--- src/rtl/sim_exit_pkg.sv ---
// sim_exit_pkg: shared definitions for the simulation-control peripheral.
//   - Register byte offsets of the 16-byte window
//   - Read value for write-only / unmapped locations
//   - Exit code reported on watchdog timeout
//   - Exit FSM state type
package sim_exit_pkg;

  localparam int unsigned EXIT_OFS    = 32'h0;
  localparam int unsigned CONSOLE_OFS = 32'h4;
  localparam int unsigned STATUS_OFS  = 32'h8;
  localparam int unsigned CYCLE_OFS   = 32'hC;

  localparam logic [31:0] BAD_READ          = 32'hDEADBEEF;
  localparam logic [31:0] EXIT_TIMEOUT_CODE = 32'd255;

  typedef enum logic [1:0] {
    RUN   = 2'd0,
    DRAIN = 2'd1,
    DONE  = 2'd2
  } exit_state_e;

endpackage

--- src/rtl/sim_exit_fifo.sv ---
// sim_exit_fifo: synchronous FIFO buffering console bytes.
// Ports:
//   clk      - clock
//   rst_n    - asynchronous active-low reset (empties the FIFO)
//   i_push   - write i_data (ignored when full)
//   i_data   - write data
//   i_pop    - drop head entry (ignored when empty)
//   o_data   - head entry, valid while !o_empty
//   o_full   - no free entries
//   o_empty  - no stored entries
// DEPTH must be a power of two and >= 2.
module sim_exit_fifo #(
  parameter int unsigned DEPTH  = 8,
  parameter int unsigned DATA_W = 8
) (
  input  logic              clk,
  input  logic              rst_n,
  input  logic              i_push,
  input  logic [DATA_W-1:0] i_data,
  input  logic              i_pop,
  output logic [DATA_W-1:0] o_data,
  output logic              o_full,
  output logic              o_empty
);

  localparam int unsigned AW = $clog2(DEPTH);

  // Pointers carry one extra wrap bit to tell full from empty.
  logic [AW:0]       r_wptr;
  logic [AW:0]       r_rptr;
  logic [DATA_W-1:0] r_mem [DEPTH];
  logic              w_push;
  logic              w_pop;

  assign o_empty = (r_wptr == r_rptr);
  assign o_full  = (r_wptr[AW] != r_rptr[AW]) && (r_wptr[AW-1:0] == r_rptr[AW-1:0]);
  assign w_push  = i_push && !o_full;
  assign w_pop   = i_pop && !o_empty;
  assign o_data  = r_mem[r_rptr[AW-1:0]];

  always_ff @(posedge clk or negedge rst_n) begin
    if (!rst_n) begin
      r_wptr <= '0;
      r_rptr <= '0;
    end else begin
      if (w_push) r_wptr <= r_wptr + 1'b1;
      if (w_pop)  r_rptr <= r_rptr + 1'b1;
    end
  end

  // Storage needs no reset; entries are only visible once written.
  always_ff @(posedge clk) begin
    if (w_push) r_mem[r_wptr[AW-1:0]] <= i_data;
  end

endmodule

--- src/rtl/sim_exit_dev.sv ---
// sim_exit_dev: memory-mapped simulation-control peripheral.
// Harts write exit codes (0x0) and console bytes (0x4); STATUS (0x8) shows the
// per-hart done mask and fail latch; CYCLE (0xC) is a free-running counter.
// Once every hart is done or a failure is latched, the console FIFO is
// drained and then exit/exitcode are raised and held until reset.
// Ports:
//   clk, resetn                     - clock, asynchronous active-low reset
//   req_valid/ready/we/addr/wdata   - bus request (ready low only on a push to a full FIFO)
//   req_hart                        - issuing hart id
//   resp_valid/resp_rdata           - one-cycle response, one per accepted request
//   con_valid/con_ready/con_data    - console byte stream
//   exit/exitcode                   - sticky finish flag and code (0 = pass)
// Build option: define SIM_EXIT_WDT_EN to enable the watchdog, which forces an
// exit with code 255 after WDT_CYCLES cycles without finishing.
module sim_exit_dev
  import sim_exit_pkg::*;
#(
  parameter int unsigned NHARTS     = 4,
  parameter int unsigned HART_W     = 2,
  parameter int unsigned ADDR_W     = 4,
  parameter int unsigned CON_DEPTH  = 8,
  parameter int unsigned WDT_CYCLES = 100000
) (
  input  logic              clk,
  input  logic              resetn,
  input  logic              req_valid,
  output logic              req_ready,
  input  logic              req_we,
  input  logic [ADDR_W-1:0] req_addr,
  input  logic [31:0]       req_wdata,
  input  logic [HART_W-1:0] req_hart,
  output logic              resp_valid,
  output logic [31:0]       resp_rdata,
  output logic              con_valid,
  input  logic              con_ready,
  output logic [7:0]        con_data,
  output logic              exit,
  output logic [31:0]       exitcode
);

  exit_state_e       r_state, w_state_d;
  logic [NHARTS-1:0] r_done, w_done_d;
  logic              r_fail, w_fail_d;
  logic [31:0]       r_code, w_code_d;
  logic [31:0]       r_cycle;
  logic              r_resp_valid;
  logic [31:0]       r_resp_rdata;

  logic              w_sel_exit, w_sel_con, w_sel_status, w_sel_cycle;
  logic              w_accept;
  logic              w_exit_wr;
  logic              w_con_wr;
  logic              w_hart_ok;
  logic              w_fifo_full, w_fifo_empty;
  logic              w_con_pop;
  logic [31:0]       w_status;
  logic [31:0]       w_rdata;
  logic              w_wdt_expire;

  // ---------------------------------------------------------------------------
  // Request decode
  // ---------------------------------------------------------------------------
  assign w_sel_exit   = (req_addr == ADDR_W'(EXIT_OFS));
  assign w_sel_con    = (req_addr == ADDR_W'(CONSOLE_OFS));
  assign w_sel_status = (req_addr == ADDR_W'(STATUS_OFS));
  assign w_sel_cycle  = (req_addr == ADDR_W'(CYCLE_OFS));

  // Full is the registered flag, so a pop in this cycle never frees room for
  // a push in the same cycle.
  assign req_ready = !(req_valid && req_we && w_sel_con && w_fifo_full);
  assign w_accept  = req_valid && req_ready;
  assign w_exit_wr = w_accept && req_we && w_sel_exit;
  assign w_con_wr  = w_accept && req_we && w_sel_con;
  assign w_hart_ok = (32'(req_hart) < NHARTS);

  // ---------------------------------------------------------------------------
  // Console FIFO
  // ---------------------------------------------------------------------------
  assign con_valid = !w_fifo_empty;
  assign w_con_pop = con_valid && con_ready;

  sim_exit_fifo #(
    .DEPTH  (CON_DEPTH),
    .DATA_W (8)
  ) u_con_fifo (
    .clk     (clk),
    .rst_n   (resetn),
    .i_push  (w_con_wr),
    .i_data  (req_wdata[7:0]),
    .i_pop   (w_con_pop),
    .o_data  (con_data),
    .o_full  (w_fifo_full),
    .o_empty (w_fifo_empty)
  );

  // ---------------------------------------------------------------------------
  // Watchdog
  // ---------------------------------------------------------------------------
`ifdef SIM_EXIT_WDT_EN
  localparam int unsigned WDT_W = $clog2(WDT_CYCLES + 1);

  logic [WDT_W-1:0] r_wdt;

  always_ff @(posedge clk or negedge resetn) begin
    if (!resetn) begin
      r_wdt <= '0;
    end else if (r_state != DONE) begin
      r_wdt <= r_wdt + 1'b1;
    end
  end

  // Fires on the cycle whose closing edge is the WDT_CYCLES-th since reset.
  assign w_wdt_expire = (r_state != DONE) && (r_wdt == WDT_W'(WDT_CYCLES - 1));
`else
  assign w_wdt_expire = 1'b0;

  // Watchdog compiled out: WDT_CYCLES has no effect in this build.
  if (WDT_CYCLES == 0) begin : g_wdt_unused
  end
`endif

  // ---------------------------------------------------------------------------
  // Done mask, fail latch and exit FSM
  // ---------------------------------------------------------------------------
  always_comb begin
    w_done_d  = r_done;
    w_fail_d  = r_fail;
    w_code_d  = r_code;
    w_state_d = r_state;

    // Only the first EXIT write from each hart counts; none count after DONE.
    if (w_exit_wr && w_hart_ok && (r_state != DONE) && !r_done[req_hart]) begin
      w_done_d[req_hart] = 1'b1;
      if ((req_wdata != 32'd0) && !r_fail) begin
        w_fail_d = 1'b1;
        w_code_d = req_wdata;
      end
    end

    if (w_wdt_expire) begin
      w_fail_d = 1'b1;
      w_code_d = EXIT_TIMEOUT_CODE;
    end

    // RUN looks at the next-state mask so the final write starts the drain
    // without an extra cycle of latency.
    unique case (r_state)
      RUN:     if ((&w_done_d) || w_fail_d) w_state_d = DRAIN;
      DRAIN:   if (w_fifo_empty) w_state_d = DONE;
      DONE:    w_state_d = DONE;
      default: w_state_d = RUN;
    endcase

    // Timeout skips the drain.
    if (w_wdt_expire) w_state_d = DONE;
  end

  always_ff @(posedge clk or negedge resetn) begin
    if (!resetn) begin
      r_state <= RUN;
      r_done  <= '0;
      r_fail  <= 1'b0;
      r_code  <= '0;
    end else begin
      r_state <= w_state_d;
      r_done  <= w_done_d;
      r_fail  <= w_fail_d;
      r_code  <= w_code_d;
    end
  end

  assign exit     = (r_state == DONE);
  assign exitcode = (exit && r_fail) ? r_code : 32'd0;

  // ---------------------------------------------------------------------------
  // Cycle counter and read response
  // ---------------------------------------------------------------------------
  always_ff @(posedge clk or negedge resetn) begin
    if (!resetn) begin
      r_cycle <= '0;
    end else begin
      r_cycle <= r_cycle + 32'd1;
    end
  end

  always_comb begin
    w_status               = '0;
    w_status[NHARTS-1:0]   = r_done;
    w_status[31]           = r_fail;
  end

  always_comb begin
    w_rdata = BAD_READ;
    if (w_sel_status)     w_rdata = w_status;
    else if (w_sel_cycle) w_rdata = r_cycle;
  end

  always_ff @(posedge clk or negedge resetn) begin
    if (!resetn) begin
      r_resp_valid <= 1'b0;
      r_resp_rdata <= '0;
    end else begin
      r_resp_valid <= w_accept;
      r_resp_rdata <= (w_accept && !req_we) ? w_rdata : 32'd0;
    end
  end

  assign resp_valid = r_resp_valid;
  assign resp_rdata = r_resp_rdata;

endmodule

--- config.mk ---
export PLATFORM = sky130hd
export DESIGN_NAME = sim_exit_dev
export DESIGN_NICKNAME = d
export VERILOG_FILES = /design/src/rtl/sim_exit_pkg.sv /design/src/rtl/sim_exit_fifo.sv /design/src/rtl/sim_exit_dev.sv
export SDC_FILE = /design/constraint.sdc
export NUM_CORES = 1
export LEC_CHECK = 0
export ABC_AREA = 0
export BUFFER_PORTS_ARGS = -buffer_cell sky130_fd_sc_hd__buf_4
export CORE_MARGIN = 2
export CORE_UTILIZATION = 40
export DETAILED_ROUTE_END_ITERATION = 8
export SLEW_MARGIN = 15
export SYNTH_ARGS = -nofsm -noshare
export SYNTH_HDL_FRONTEND = slang
export SYNTH_SLANG_ARGS = --single-unit
--- constraint.sdc ---
create_clock -name clk -period 2.79 [get_ports clk]
set_input_delay 0.4185 -clock clk [delete_from_list [all_inputs] [get_ports clk]]
set_output_delay 0.4185 -clock clk [all_outputs]
set_load 0.02 [all_outputs]
==> run metrics <==
combinational share of power 0.211; FF+latch count, synth between 150 and 200; count of different cell masters after synthesis 44; Crit Path Category flop to flop; Top delay family on crit path simple AND/OR/NAND/NOR gates; CP endpoint kind flop; RSZ-0062 raised after global routing no; first-pass GRT wire length roughly 26,000 microns; starting density of the core 0.406; post-synth top area cell dfrtp_1; syn avg cell area roughly 14 sq um; most numerous cell in the Yosys netlist dfrtp_1; Syn. warnings 0; Max Cap Viol 0; crit-path cells inv_1, ha_1, or4_4, or4b_1, a32o_2, a32oi_1, mux2_1; DP HPWL approximately 11,000 microns; layout cells sized above 1 0.357; clock buffers created by TritonCTS 17; relative slew slack 0.458; R2R setup slack 0.23 ns; final wirelength around 16,000 microns; Hold WC Path Type input pin to flop; final hold slack 0.226 ns; Synth Area in Simple Gates 0.116; CP Data Arrival Time 2.86 ns; RR Startpoint r_state[0]$_DFFE_PN0P_; antenna fix cells 0; Worst-Skew Late Latency between 0.4 and 0.5 ns; hold path start req_wdata[8]; clock share of power 0.358; outcome finished, final reports clean; Hold EP r_code[8]$_DFFE_PN0P_; # Post-CTS Setup Buffers 0; compound-cell area share of the yosys netlist 0.0343; pin count of the biggest net entering global routing 48; Final ANT Viol Nets 0; register area share after synthesis 0.647; Slew Viols, Final 0; sequential share of power 0.432; io pins between 100 and 150; Yosys top cell area share 0.384; die width roughly 140 microns; Die Y between 100 and 150 microns; DR WL/cell ~18 microns; clock slew at reported path FFs about 0.070 ns; nets@finish about 690; worst path buffer plus inverter count 1; area growth from synthesis to layout 25.6%; Top FF cell, synth dfrtp_1; Hold Fails Final Rpt 0; DRC violations left 0; Synth Area in XOR/XNOR 0.0468; EDFF count, synth 64; root buffer cell clkbuf_16; GRT Residual Overflow 0; CTS tree built; Die ar. 19,300 sq um; Worst R2R End r_state[1]$_DFFE_PN0P_; CP max stage delay roughly 0.5 ns; TNS Setup 0 ns; Vias/cell about 5.1; power per cell area between 700 and 800 nW/um^2; Vias approximately 4,500; P_int roughly 4.7 mW; post-synthesis adder-cell area fraction 0.0103; Crit-path slowest cell or4b_1; CP max FO 3; CTS Buffer Depth 2; largest family of logic cells by synthesized area multiplexers; Post-synth ARST share 0.636; fin crit period approximately 2.6 ns; period utilisation layout 0.917; final setup vio count 0; Sw Pwr roughly 1.9 mW; net switching fraction of the power 0.285; Post-synth top cells dfrtp_1, edfxtp_1, mux2_2; H-tree depth 4; post_cts resized 0; Starting DRT DRC Count 146; post-synthesis cell area between 7000 and 8000 sq um; largest cells by area after synthesis dfrtp_1, edfxtp_1, mux2_2; Core Region between 15,000 and 20,000 sq um; Req. time, crit path around 3.1 ns; fillers about 1,500; Syn Nets roughly 560; CTS sink cnt 176; Post-Syn Instances around 510; Worst Setup Start Kind flop; Max Clock Skew slightly below 0.01 ns; LEAKAGE around 4.2 nW; vias in the first global route approximately 4,900; Initial DRT Pass Iterations 4; peak supply drop 0.000458 V; worst hold path cell count 2; Port Buffers roughly 120; r2r worst-path depth 7; worst-margin pin slew just over 0.8 ns; Tot GR Track Use 0.175; mux cell area share after synthesis 0.125; initial antenna violation count 0; GPL Wtd Cong roughly 0.87; cts hold-fix bufs 1; FP Rows slightly below 50; fmax slightly below 400 MHz
cells in the final DEF (no fill, tap or decap), types with 4 or more instances in the layout:
cell,n
nor2_1,18
xnor2_1,22
a21oi_1,7
buf_4,140
nand4_1,11
nand3_1,10
inv_1,12
mux4_2,17
mux2_1,4
nor3_1,11
edfxtp_1,64
dfrtp_1,112
nand2_1,26
nor4_1,14
mux2_2,38
and3_1,35
ha_1,6
o21a_1,18
mux2i_1,6
and2_1,7
xor2_1,17
clkbuf_16,17
kinds of logic (layout without fill, tap and decap cells):
logic type                 after synthesis  after routing
muxes                                   65             65
AOI/OAI and AO/OA                       35             35
and+or+nand+nor                        151            151
buffers and inverters                   36            186
xor gates and xnor gates                39             39
DFF                                    176            176
adders and majority gates                6              6
routing by layer:
layer  vias to the layer above  routed length (microns)  global-route usage
met5                         -                        0                   0
met2                        80                     8390               0.304
met1                      2299                     6990               0.218
met3                        14                      637              0.0487
li1                       2136                        -                   -
met4                         0                      134              0.0447
registers in the layout, summed over array words and instances (netlist names):
signal and cells:
r_cycle 32, r_fail 1, u_con_fifo.r_wptr 4, r_done 4, u_con_fifo.r_mem 64, resp_valid 1
r_state 2, r_code 32, u_con_fifo.r_rptr 4, resp_rdata 32
power groups by stage:
stage / registers (mW) / logic, mW / clock network (mW)
global placement: 2.89 / 1.38 / 0
floorplan: 2.89 / 0.894 / 0
CTS: 2.84 / 1.42 / 2.42
detailed placement: 2.89 / 1.41 / 0
finish: 2.84 / 1.39 / 2.36
global route: 2.86 / 1.50 / 2.54
metrics by stage:
step | instance area [sq um] | utilization | cells | setup slack [ns] | total power, mW
after floorplan | 7300 | - | 508 | 0.219 | 3.79
after global placement | 8550 | 0.476 | 854 | 0.274 | 4.28
after detailed placement | 8560 | 0.476 | 854 | 0.236 | 4.31
after CTS | 9170 | 0.510 | 887 | 0.224 | 6.68
after global routing | 9170 | 0.510 | 887 | 0.0908 | 6.90
final | 9170 | 0.510 | 887 | 0.232 | 6.59
worst max path at each step:
stage	depth (start not counted)	slack, ns	to	from
detailed placement	7	0.24	r_state[1]$_DFFE_PN0P_	r_state[0]$_DFFE_PN0P_
global route	7	0.09	r_state[1]$_DFFE_PN0P_	r_state[0]$_DFFE_PN0P_
finish	7	0.23	r_state[1]$_DFFE_PN0P_	r_state[0]$_DFFE_PN0P_
floorplan	7	0.22	r_state[1]$_DFFE_PN0P_	r_state[0]$_DFFE_PN0P_
CTS	7	0.22	r_state[1]$_DFFE_PN0P_	r_state[0]$_DFFE_PN0P_
global placement	6	0.27	r_state[1]$_DFFE_PN0P_	req_addr[2]
layout make-up:
cell class                 count  area [sq um]  share of cell area
timing repair buffer         142          1080               0.118
multi-input combinational    296          2430               0.265
clock buffer                  17           425              0.0464
clock inverter                15           173              0.0188
sequential                   176          4720               0.515
tap                          229           287              0.0313
inverter                      12          45.0             0.00491
No activity file was read; power rests on OpenSTA's default activity.
